`src/rtl/bcd_down_counter.sv`:
```
// Loadable multi-decade BCD countdown timer with one-cycle expiry pulse.
// Optional periodic mode: define BCD_DOWN_AUTO_RELOAD_EN to reload the last preset on expiry.
module bcd_down_counter #(
    parameter int DIGITS = 4
) (
    input  logic                  clk,
    input  logic                  reset_n,
    input  logic                  enable,
    input  logic                  load,
    input  logic [4*DIGITS-1:0]   load_val,
    output logic [4*DIGITS-1:0]   Q,
    output logic                  busy,
    output logic                  zero,
    output logic                  done,
    output logic                  load_err
);
    localparam int W = 4 * DIGITS;
    localparam logic [W-1:0] ONE = W'(1);

    typedef enum logic [1:0] {
        IDLE    = 2'd0,
        RUN     = 2'd1,
        EXPIRED = 2'd2
    } state_t;

    state_t         r_state, w_state_next;
    logic [W-1:0]   r_q, w_q_next;
    logic [W-1:0]   r_reload, w_reload_next;
    logic           r_done, w_done_next;
    logic           r_load_err, w_load_err_next;

    logic [W-1:0]       w_dec;
    logic [DIGITS-1:0]  w_borrow;
    logic [DIGITS-1:0]  w_nib_ok;
    logic               w_load_ok;

    // Borrow ripples upward only through digits that are already 0.
    assign w_borrow[0] = 1'b1;

    generate
        for (genvar gi = 0; gi < DIGITS; gi++) begin : g_digit
            logic [3:0] w_nib;
            assign w_nib = r_q[4*gi +: 4];
            assign w_dec[4*gi +: 4] = !w_borrow[gi] ? w_nib :
                                      (w_nib == 4'd0) ? 4'd9 : (w_nib - 4'd1);
            assign w_nib_ok[gi] = (load_val[4*gi +: 4] <= 4'd9);
            if (gi < DIGITS - 1) begin : g_borrow
                assign w_borrow[gi+1] = w_borrow[gi] & (w_nib == 4'd0);
            end
        end
    endgenerate

    assign w_load_ok = &w_nib_ok;

    always_comb begin
        w_state_next    = r_state;
        w_q_next        = r_q;
        w_reload_next   = r_reload;
        w_done_next     = 1'b0;
        w_load_err_next = 1'b0;
        if (load) begin
            if (w_load_ok) begin
                w_q_next      = load_val;
                w_reload_next = load_val;
                w_state_next  = (load_val == '0) ? IDLE : RUN;
            end else begin
                w_load_err_next = 1'b1;
            end
        end else if (r_state == RUN && enable) begin
            if (r_q == ONE) begin
                w_done_next = 1'b1;
`ifdef BCD_DOWN_AUTO_RELOAD_EN
                w_q_next     = r_reload;
`else
                w_q_next     = '0;
                w_state_next = EXPIRED;
`endif
            end else begin
                w_q_next = w_dec;
            end
        end
    end

    always_ff @(posedge clk) begin
        if (!reset_n) begin
            r_state    <= IDLE;
            r_q        <= '0;
            r_reload   <= '0;
            r_done     <= 1'b0;
            r_load_err <= 1'b0;
        end else begin
            r_state    <= w_state_next;
            r_q        <= w_q_next;
            r_reload   <= w_reload_next;
            r_done     <= w_done_next;
            r_load_err <= w_load_err_next;
        end
    end

    assign Q        = r_q;
    assign busy     = (r_state == RUN);
    assign zero     = (r_q == '0);
    assign done     = r_done;
    assign load_err = r_load_err;

endmodule

```
`config.mk`:
```
export PLATFORM = sky130hd
export DESIGN_NAME = bcd_down_counter
export DESIGN_NICKNAME = d
export VERILOG_FILES = /design/src/rtl/bcd_down_counter.sv
export SDC_FILE = /design/constraint.sdc
export NUM_CORES = 1
export LEC_CHECK = 0
export ABC_CLOCK_PERIOD_IN_PS = 2050
export BUFFER_PORTS_ARGS = -buffer_cell sky130_fd_sc_hd__buf_2
export CAP_MARGIN = 20
export CORE_MARGIN = 2
export CORE_UTILIZATION = 40
export CTS_CLUSTER_DIAMETER = 150
export CTS_CLUSTER_SIZE = 30
export DETAILED_ROUTE_END_ITERATION = 7
export PLACE_DENSITY = 0.76
export SYNTH_ARGS = -nofsm -noshare
export SYNTH_HDL_FRONTEND = slang
export SYNTH_SLANG_ARGS = --single-unit
```
`constraint.sdc`:
```
create_clock -name clk -period 2.05 [get_ports clk]
set_input_delay 0.205 -clock clk [delete_from_list [all_inputs] [get_ports clk]]
set_output_delay 0.205 -clock clk [all_outputs]
set_load 0.02 [all_outputs]
```
==> results.yml <==
status:
  status: "complete, no violations"
timing:
  slew_viol_final: 0
  worst_slew_pin_slew_ps: 540
  hold_ws_ps: 161
  layout_setup_ws_ps: 117
  clock.fmax_mhz: 517
  fin_crit_sh_pct: 94.3
  hold_viol_final: 0
  fin_skew_ps: 6.86
  finalSetupViolCount: 0
  relSlewSlack_pct: 63.8
  fin_crit_ps: 1930
  final.setup.tns_ps: 0
critical_path:
  slowest_delay_ps: 380
  path_class: "register to register"
  reg2reg_slack_ps: 120
  start_kind: "register"
  cp.required_ps: 2270
  critPathMaxFanout: 8
  r2r_start: "Q[12]$_SDFFE_PN0P_"
  slowest_stage: "a41oi_4"
  reg2reg_depth: 7
  worstPathCellList: "inv_1 > ha_1 > and4bb_2 > a41oi_4 > buf_4 > nand4b_1 > a31oi_1"
  arrival_ps: 2150
  rr_endpoint: "Q[1]$_SDFFE_PN0P_"
  endpoint_kind: "register"
yosys:
  synth_simple_gate_area_share_pct: 26.9
  ys_ff_latch: 20
  yosys_most_used_dff: "dfxtp_1"
  yosysUniqueCellTypes: 44
  synth_xor_area_share_pct: 1.28
  seq_area_frac_synth_pct: 29.4
  syn_inst: 167
  synth.top_cell.area_share_pct: 29.4
  synth.top_cells.by_area: "dfxtp_1, a21oi_1, o21ai_0"
  yosys.area_share.adder_pct: 5.50
  synth_compound_area_share_pct: 31.4
  synth_area_leader_cell: "dfxtp_1"
  syn-cell-area_mm2: 0.00136
  avgSynthCellArea_um2: 8.17
  synth-edff-count: 0
  async_flop_share_pct: 0
  synth_top_family_by_area: "compound AO/OA/AOI/OAI gates"
  synth_most_common_cell: "a21oi_1"
  synth_commonest_cells: "a21oi_1, dfxtp_1, o21ai_0"
  yosysWarnings: 0
  synth_fp_nets: 193
  muxShareOfSynthArea_pct: 0.734
route:
  routedWlPerCell_um: 15.4
  drtAntennaViolNets: 0
  avgViaCountPerCell: 5.89
  drc_errors: 0
  routed_wl_um: 4020
  drtIter0Drc: 94
  firstDrtPassIters: 4
  via_count: 1536
grt:
  grt_pass1_wl_um: 6730
  track_usage_pct: 21.2
  grt_overflow_total: 0
  grt_max_degree: 22
  first_global_vias: 1423
  antenna_found_initial: 0
clock_tree:
  cts_buffer_depth: 2
  ctsHtreeMaxLevel: 1
  cts.reportedPaths.clkPinSlew_ps: 120
  numCtsBuffers: 3
  tritoncts: "yes"
  root_buffer: "clkbuf_4"
  clk_latency_ps: 300
  cts.sinks: 20
pwr:
  power_leakage_nw: 0.676
  p_total_mw: 1.03
  powerDensity_mw_per_mm2: 603
  ir_drop_uv: 476
place:
  gp_congestion: 0.912
  placed_area_mm2: 0.00163
  dp_hpwl_um: 2980
  pre_cts_ws_ps: 167
  io_buffer_count: 39
die:
  core-area_mm2: 0.00331
  dieArea_mm2: 0.00389
  die_width_um: 62.4
  num_rows: 21
  num_io_pins: 40
  start_util_pct: 41.2
  die_y_um: 62.4
worst_hold_path:
  hold_class: "input port to register"
  hold-path-cell-count: 3
  min_from: "reset_n"
  whs_endpoint: "Q[15]$_SDFFE_PN0P_"
cells_and_area:
  finalNetCount: 242
  antenna_cells: 0
  final_area_mm2: 0.00171
  syn_to_final_growth_pct: 25.1
  final_layout_size_suffix_gt1_share_pct: 33.0
job:
  maxCapViolations: 0
## state kept, by name, summed over array words and instances (netlist names)
name,flops
Q,16
r_state,2
done,1
load_err,1
## timing repair
item | in CTS | in global routing
setup buffers | 1 | 2
hold buffers | 0 | 0
resized for setup | 0 | 9
setup endpoints to repair | 1 | 8
pin swaps | 1 | 1
## stage by stage
step | cells | util, %
after floorplan | 167 | -
after global placement | 254 | 49.2
after detailed placement | 254 | 49.2
after CTS | 259 | 50.5
after global routing | 261 | 51.5
final | 261 | 51.5
## worst max-delay path: cells and delay by family, from the launching register on
| family | cells | cell delay (ps) |
|---|---|---|
| AOI/OAI and AO/OA | 2 | 570 |
| DFF | 1 | 370 |
| buffers and inverters | 2 | 270 |
| and+or+nand+nor | 2 | 410 |
| adders and majority gates | 1 | 230 |
## layout by cell type, fill, tap and decap left out, types with 3 or more instances in the layout
master and instances:
o31ai_1 4, nand2_1 11, buf_4 10, ha_1 6, inv_1 5, a311oi_1 3, dfxtp_1 17, nand4_1 3
nor3_1 12, nor4_1 5, dfxtp_2 3, a22oi_1 3, nor3b_2 3, o21ai_0 16, clkbuf_4 3, a21oi_1 21
buf_2 38, nand3_1 9, nor2_1 7
## power breakdown
part / internal, mW / switching, mW / leakage, nW / total, mW
sequential: 0.409 / 0.0282 / 0.164 / 0.437
combinational: 0.146 / 0.213 / 0.491 / 0.359
clock: 0.108 / 0.124 / 0.0210 / 0.233
## final cells by class
type	instances	area (um^2)
clock buffer	4	36.3
fill	336	1600
inverter	9	33.8
multi-input combinational	134	910
sequential	20	404
tap	46	57.6
timing repair buffer	48	265
## metal layers
metal	global-route usage [%]	vias up	routed length, um
met5	0	-	0
met4	4.17	0	63
met3	3.60	8	264
met2	34.9	59	1870
met1	29.3	715	1820
li1	-	754	-
## cell families after synthesis
| kind of cell | count (synthesis) |
|---|---|
| compound gates | 63 |
| xor+xnor | 2 |
| fa+ha+maj | 6 |
| buf+inv | 13 |
| flops | 20 |
| mux | 1 |
| simple gates | 62 |
## worst max-delay path by stage
stage,start,end,slack (ps),depth (start not counted)
CTS,Q[8]$_SDFFE_PN0P_,zero,10,7
global route,Q[8]$_SDFFE_PN0P_,zero,-20,7
floorplan,Q[8]$_SDFFE_PN0P_,zero,110,5
detailed placement,Q[12]$_SDFFE_PN0P_,Q[7]$_SDFFE_PN0P_,170,7
finish,Q[12]$_SDFFE_PN0P_,Q[1]$_SDFFE_PN0P_,120,7
global placement,Q[12]$_SDFFE_PN0P_,Q[7]$_SDFFE_PN0P_,230,7
Note: power is estimated with default switching activity, not from simulation.
